<file path="src/rtl/debug_unit_program_loader.sv">
// Receives a program over UART (CMD_LOAD, then little-endian 32-bit words) and writes
// it to instruction memory; ends on HALT, overflow or timeout and replies ACK/NAK.
module debug_unit_program_loader #(
  parameter int                   NB_DATA        = 32,
  parameter int                   NB_BYTE        = 8,
  parameter int                   NB_ADDR        = 10,
  parameter int                   NB_STATE       = 3,
  parameter int                   NB_TIMEOUT     = 24,
  parameter int                   TIMEOUT_CYCLES = 1000000,
  parameter logic [NB_BYTE-1:0]   CMD_LOAD       = 8'h4C,
  parameter logic [NB_DATA-1:0]   HALT_INSTR     = 32'hFFFFFFFF,
  parameter logic [NB_BYTE-1:0]   ACK_BYTE       = 8'h06,
  parameter logic [NB_BYTE-1:0]   NAK_BYTE       = 8'h15
) (
  input  logic                 i_clock,
  input  logic                 i_reset,
  input  logic [NB_BYTE-1:0]   i_rx_data,
  input  logic                 i_rx_done,
  input  logic                 i_tx_8b_done,
  output logic                 o_imem_wr_en,
  output logic [NB_ADDR-1:0]   o_imem_wr_addr,
  output logic [NB_DATA-1:0]   o_imem_wr_data,
  output logic [NB_BYTE-1:0]   o_tx_data,
  output logic                 o_tx_8b_start,
  output logic                 o_loading,
  output logic                 o_load_done,
  output logic                 o_error,
  output logic [NB_ADDR:0]     o_word_count,
  output logic [NB_STATE-1:0]  o_state
);
  localparam int NBYTES  = NB_DATA / NB_BYTE;
  localparam int NB_BCNT = (NBYTES > 1) ? $clog2(NBYTES) : 1;

  localparam logic [NB_STATE-1:0] S_IDLE  = NB_STATE'(0);
  localparam logic [NB_STATE-1:0] S_RECV  = NB_STATE'(1);
  localparam logic [NB_STATE-1:0] S_WRITE = NB_STATE'(2);
  localparam logic [NB_STATE-1:0] S_SEND  = NB_STATE'(3);
  localparam logic [NB_STATE-1:0] S_WAIT  = NB_STATE'(4);

  localparam logic [NB_BCNT-1:0]    LAST_BYTE = NB_BCNT'(NBYTES - 1);
  localparam logic [NB_TIMEOUT-1:0] TO_LAST   = NB_TIMEOUT'(TIMEOUT_CYCLES - 1);

  logic [NB_STATE-1:0]   r_state, w_state_nxt;
  logic [NB_ADDR-1:0]    r_addr, r_wr_addr;
  logic [NB_DATA-1:0]    r_word, r_wr_data, w_word_nxt;
  logic [NB_BCNT-1:0]    r_byte_cnt;
  logic [NB_TIMEOUT-1:0] r_timeout;
  logic [NB_ADDR:0]      r_word_count;
  logic                  r_error, r_load_done;
  logic                  w_cmd, w_last_byte, w_timeout, w_halt, w_addr_max;

  assign w_cmd       = i_rx_done && (i_rx_data == CMD_LOAD);
  assign w_last_byte = i_rx_done && (r_byte_cnt == LAST_BYTE);
  // A byte arriving in the expiry cycle takes priority over the abort.
  assign w_timeout   = !i_rx_done && (r_timeout == TO_LAST);
  assign w_halt      = (r_wr_data == HALT_INSTR);
  assign w_addr_max  = (r_addr == {NB_ADDR{1'b1}});

  always_comb begin
    w_word_nxt = r_word;
    w_word_nxt[int'(r_byte_cnt)*NB_BYTE +: NB_BYTE] = i_rx_data;
  end

  always_ff @(posedge i_clock or posedge i_reset) begin
    if (i_reset) r_state <= S_IDLE;
    else         r_state <= w_state_nxt;
  end

  always_comb begin
    w_state_nxt = r_state;
    case (r_state)
      S_IDLE:  if (w_cmd) w_state_nxt = S_RECV;
      S_RECV:  if (w_last_byte) w_state_nxt = S_WRITE;
               else if (w_timeout) w_state_nxt = S_SEND;
      S_WRITE: w_state_nxt = (w_halt || w_addr_max) ? S_SEND : S_RECV;
      S_SEND:  w_state_nxt = S_WAIT;
      S_WAIT:  if (i_tx_8b_done) w_state_nxt = S_IDLE;
      default: w_state_nxt = S_IDLE;
    endcase
  end

  always_comb begin
    o_imem_wr_en  = (r_state == S_WRITE);
    o_tx_8b_start = (r_state == S_SEND);
    o_loading     = (r_state != S_IDLE);
    o_tx_data     = '0;
    if (r_state == S_SEND || r_state == S_WAIT) o_tx_data = r_error ? NAK_BYTE : ACK_BYTE;
  end

  always_ff @(posedge i_clock or posedge i_reset) begin
    if (i_reset) begin
      r_addr       <= '0;
      r_wr_addr    <= '0;
      r_word       <= '0;
      r_wr_data    <= '0;
      r_byte_cnt   <= '0;
      r_timeout    <= '0;
      r_word_count <= '0;
      r_error      <= 1'b0;
      r_load_done  <= 1'b0;
    end else begin
      case (r_state)
        S_IDLE: if (w_cmd) begin
          r_addr       <= '0;
          r_byte_cnt   <= '0;
          r_timeout    <= '0;
          r_word_count <= '0;
          r_error      <= 1'b0;
          r_load_done  <= 1'b0;
        end
        S_RECV: if (i_rx_done) begin
          r_word     <= w_word_nxt;
          r_byte_cnt <= r_byte_cnt + 1'b1;
          r_timeout  <= '0;
          if (w_last_byte) begin
            r_wr_addr <= r_addr;
            r_wr_data <= w_word_nxt;
          end
        end else begin
          r_timeout <= r_timeout + 1'b1;
          if (w_timeout) r_error <= 1'b1;
        end
        S_WRITE: begin
          r_word_count <= r_word_count + 1'b1;
          r_byte_cnt   <= '0;
          if (!w_halt) begin
            if (w_addr_max) r_error <= 1'b1;
            else            r_addr  <= r_addr + 1'b1;
          end
        end
        S_WAIT: if (i_tx_8b_done) r_load_done <= 1'b1;
        default: ;
      endcase
    end
  end

  assign o_imem_wr_addr = r_wr_addr;
  assign o_imem_wr_data = r_wr_data;
  assign o_load_done    = r_load_done;
  assign o_error        = r_error;
  assign o_word_count   = r_word_count;
  assign o_state        = r_state;
endmodule

</file>
<file path="config.mk">
export PLATFORM = sky130hd
export DESIGN_NAME = debug_unit_program_loader
export DESIGN_NICKNAME = d
export VERILOG_FILES = /design/src/rtl/debug_unit_program_loader.sv
export SDC_FILE = /design/constraint.sdc
export NUM_CORES = 1
export LEC_CHECK = 0
export CELL_PAD_IN_SITES_DETAIL_PLACEMENT = 1
export CELL_PAD_IN_SITES_GLOBAL_PLACEMENT = 2
export CORE_ASPECT_RATIO = 1.1
export CORE_MARGIN = 2
export CORE_UTILIZATION = 32
export CTS_BUF_LIST = sky130_fd_sc_hd__clkbuf_8
export CTS_CLUSTER_DIAMETER = 60
export DETAILED_ROUTE_END_ITERATION = 8
export PLACE_DENSITY = 0.77
export SLEW_MARGIN = 20
export SYNTH_ARGS = -nofsm -noshare
export SYNTH_HDL_FRONTEND = slang
export SYNTH_SLANG_ARGS = --single-unit
</file>
<file path="constraint.sdc">
create_clock -name i_clock -period 3.3 [get_ports i_clock]
set_input_delay 0.33 -clock i_clock [delete_from_list [all_inputs] [get_ports i_clock]]
set_output_delay 0.33 -clock i_clock [all_outputs]
set_load 0.02 [all_outputs]
</file>
# After elaboration in Yosys (flattened, before gate mapping)
# Cells that the tools add are included.
dict set report classes {
  addsub 5
  n_eq_ne 18
  shifts 2
  muxes 29
  n_reduce_logical 21
}
# op n
set ops {}
lappend ops {{24-bit 2-to-1 mux} 2}
lappend ops {{24-bit case mux with 2 select lines} 1}
lappend ops {{5-bit negation with 33-bit output} 1}
lappend ops {{8-bit by 33-bit variable shift with 32-bit output, first input constant} 1}
lappend ops {{8-bit by 33-bit variable part select with 32-bit output} 1}
lappend ops {{32-bit bitwise mux} 1}
lappend ops {{32-bit equality test, second input constant} 1}
lappend ops {{10-bit 2-to-1 mux} 3}
lappend ops {{24-bit by 1-bit adder with 24-bit output, second input constant} 1}
lappend ops {{24-bit by 20-bit equality test with 1-bit output, second input constant} 1}
lappend ops {{11-bit case mux with 2 select lines} 1}
lappend ops {{10-bit case mux with 2 select lines} 1}
lappend ops {{3-bit case mux with 5 select lines} 1}
lappend ops {{2-bit inequality test, second input constant} 7}
lappend ops {{3-bit 2-to-1 mux} 4}
lappend ops {{3-bit AND reduction} 4}
lappend ops {{11-bit by 1-bit adder with 11-bit output, second input constant} 1}
lappend ops {{11-bit 2-to-1 mux} 1}
lappend ops {{10-bit by 1-bit adder with 10-bit output, second input constant} 1}
lappend ops {{10-bit equality test, second input constant} 1}
lappend ops {{5-bit 2-to-1 mux} 2}
lappend ops {{8-bit by 7-bit equality test with 1-bit output, second input constant} 1}
lappend ops {{3-bit by 2-bit equality test with 1-bit output, second input constant} 2}
lappend ops {{1-bit 2-to-1 mux} 6}
lappend ops {{other kinds (19)} 29}
dict set report totals {
  register_bits 126
  inputBits 12
  wordCells 85
}

# Depth between registers and ports, before layout
dict set report depth {
  word_depth 5
  ltp_mapped 8
}

# Worst setup path after synthesis
# Ideal clock, no wire load.
dict set report synth_path {
  path_kind {flip-flop to output port}
  startpoint {register r_state[0] (netlist: o_state[0])}
  endpoint {output port o_tx_data[4]}
  arrival_time_ps 2194
  required_ps 2970
  path_slack_ps 776
  stages_incl_launch_ff 6
  path_buffers 2
  path_cell_list {dfrtp_1 > clkbuf_1 > nor3b_1 > a21oi_1 > nor2b_1 > buf_4}
}
dict set report synth_via {
  elab_chain_cells 3
}
# element line
set synth_rtl {}
lappend synth_rtl {{from (decl)} 43} ;# logic [NB_STATE-1:0] r_state, w_state_nxt;
lappend synth_rtl {{from (signal assigned)} 66} ;# else r_state <= w_state_nxt;
lappend synth_rtl {{3-bit by 2-bit equality test with 1-bit output} --}
lappend synth_rtl {{net o_tx_8b_start} 24} ;# output logic o_tx_8b_start,
lappend synth_rtl {{1-bit logical OR} 87} ;# if (r_state == S_SEND || r_state == S_WAIT) o_tx_data = r_error ? NAK_BYTE : ACK_BYTE;
lappend synth_rtl {{5-bit 2-to-1 mux} 87}
lappend synth_rtl {{to (decl)} 23} ;# output logic [NB_BYTE-1:0] o_tx_data,
# The timed path passes the listed nets, and every way through them passes these cells.

# Final worst setup path
dict set report layout_path {
  startpoint {register r_state[2] (netlist: o_state[2])}
  endpoint {output port o_imem_wr_en}
}
dict set report layout_via {
  elab_chain_cells 1
}
# element line
set layout_rtl {}
lappend layout_rtl {{3-bit by 2-bit equality test with 1-bit output} 83} ;# o_imem_wr_en = (r_state == S_WRITE);
lappend layout_rtl {{to (decl)} 20} ;# output logic o_imem_wr_en,
# No other way between the ends.

==> qor.csv <==
metric,value,unit
post-cts sizing count,0,
most frequent cells in the layout,"dfrtp_1 (118), nand2_1 (97), clkdlybuf4s50_1 (76), a21oi_1 (41), o21ai_1 (40)",
outcome,"finished, final reports clean",
Clock transition at path regs,70,ps
Min-Delay Path Class,input port to async pin,
Area Growth Syn to Fin,23.8,%
WP data required,2970,ps
Worst Skew,14.4,ps
Worst VDD drop,0.000361,V
number of flops mapped to enable cells by yosys,0,
Post-Route WL,17.0,mm
largest net degree at the start of global routing,110,
Fmax,0.363,GHz
Critical Path AT,2420,ps
"commonest non-fill, non-tap cell in the layout",dfrtp_1,
Num CTS Buffers,17,
Nets,713,
Initial Utilization,32.5,%
GR Util All Layers,17.9,%
Die Y-Extent,147,µm
Final min period,2750,ps
Tightest Pin Transition,811,ps
Netlist cell types,62,
post-layout power,0.00541,W
Slew HR,45.7,%
Root Buffer,clkbuf_8,
# fillers,2065,
Worst setup SP type,flop,
Clock Sinks,118,
Crit. End Element,output pin,
Synth Instances,622,
vias in the first global route,5186,
core area,18300,µm²
Port Buffers,76,
GRT overflow,0,
LEAKAGE,3.16,nW
"Slew Viols, Final",0,
synthesized area per cell,9.55,µm²
vias per cell,5.26,
Main synth FF type,dfrtp_1,
# setup viols final,0,
HPWL Detailed,12.0,mm
initial drt markers,308,
htree depth,4,
area of the die,19700,µm²
IO Count,81,
num rows,52,
initial antenna violation count,0,
Antenna Violating Nets Remaining,0,
first-pass GRT wire length,27.8,mm
setup_tns,0,ps
Post-CTS Hold Buffers,0,
Pwr Density,736,nW/µm²
"Hold Vio Cnt, Final",0,
# diodes,0,
reg2reg setup slack,1010,ps
CTS tree,done,
WL/cell,17.9,µm
Synth Warn #,0,
sequential area share after synthesis,49.7,%
"flops & latches, synth",118,
crit-path max FO,20,
WS Path Type,flop to output pin,
number of remaining DRC errors,0,
Mapped Area,5940,µm²
1st-pass router iterations,4,
deepest clock path buffer count,2,
"Clk Latency, worst-skew pair",460,ps
RSZ-0062 raised after global routing,no,
fin crit share,83.4,%
Die X,134,µm
max-cap check violation count,0,
ys async rst share,100,%
post-CTS setup buffers,0,
via count,4990,
GP Congestion,0.797,
WHS,168,ps
share of cells above drive strength 1,10.9,%
-- power breakdown --
group          leakage [nW]  switching (W)  total (W)  internal, W
clock                 0.201       0.000631    0.00141     0.000780
sequential             1.57       0.000334    0.00214      0.00181
combinational          1.39        0.00105    0.00186     0.000807
total                  3.16        0.00201    0.00541      0.00340
-- worst max-delay path, cell delays in order, from the launching register on --
cell             delay, ps
dfrtp_1                550
or3_4                  580
inv_2                  210
clkdlybuf4s50_1        630
-- cell type report --
type                            count  area [µm²]  area share (%)
Sequential cell                   118        2950            40.1
Timing Repair Buffer               90         891            12.1
Clock buffer                       19         262            3.56
Tap cell                          243         304            4.13
Inverter                           18        71.3           0.970
Multi-Input combinational cell    448        2720            37.0
Clock inverter                     12         155            2.11
-- stage by stage --
stage	instance area, µm²	cells	util [%]	setup WS (ps)
after floorplan	5950	625	-	776
after global placement	6940	917	37.9	750
after detailed placement	6940	917	37.9	722
after CTS	7350	948	40.2	508
after global routing	7350	948	40.2	354
final	7350	948	40.2	547
-- Yosys cell counts (all sizes together) (3+ instances only) --
cell type,count,area share [%]
mux2i,7,1.2
o31ai,4,0.51
xor2,3,0.44
o21ai,80,6.8
nand2,98,6.2
a31oi,5,0.53
nor2b,27,2.8
nor3,8,1.0
or3,6,0.72
nand3,20,1.8
nor2,26,1.7
clkbuf,14,0.88
o41ai,4,0.72
and3,7,0.74
nand4,21,2.4
buf,27,2.7
dfrtp,118,50
nor4,9,1.9
a21oi,43,3.7
mux2,8,1.5
nor4bb,3,0.51
ha,8,1.7
and2,7,0.74
a22o,26,3.8
inv,18,1.1
-- logic make-up (layout without fill, tap and decap cells) --
logic type / after synthesis / count (layout) / share of synthesized area (%)
mux: 15 / 15 / 2.70
fa+ha+maj: 8 / 8 / 1.69
xor+xnor: 3 / 3 / 0.442
other cells: 1 / 4 / 0.0631
simple gates: 240 / 240 / 22.2
flops: 118 / 118 / 49.7
buf+inv: 59 / 139 / 4.74
compound gates: 178 / 178 / 18.5
-- path summary, 6_finish.rpt --
| kind | endpoint | start | depth (start not counted) |
|---|---|---|---|
| max in group asynchronous | o_error | i_reset | 3 |
| worst min register to register | o_imem_wr_addr[3] | o_imem_wr_addr[3] | 2 |
| worst max register to register | r_word[20] | r_byte_cnt[0] | 6 |
| min in group i_clock | o_imem_wr_addr[3] | o_imem_wr_addr[3] | 2 |
| worst max-delay path | o_imem_wr_en | o_state[2] | 3 |
| worst min-delay path | o_imem_wr_data[10] | i_reset | 2 |
-- flip-flops by register name (all words and copies together), names as in the netlist --
register	cells
r_byte_cnt	2
o_imem_wr_data	32
r_word	24
o_imem_wr_addr	10
r_timeout	24
o_word_count	11
o_state	3
o_load_done	1
r_addr	10
o_error	1
-- metal layers --
| layer | vias to the layer above | GRT usage (%) | share of wire (%) |
|---|---|---|---|
| met5 | - | 0 | 0 |
| met4 | 0 | 4.89 | 1.1 |
| met3 | 15 | 3.90 | 3.1 |
| met2 | 80 | 30.1 | 51 |
| met1 | 2552 | 23.2 | 45 |
| li1 | 2343 | - | - |
Note: power is estimated with default switching activity, not from simulation.
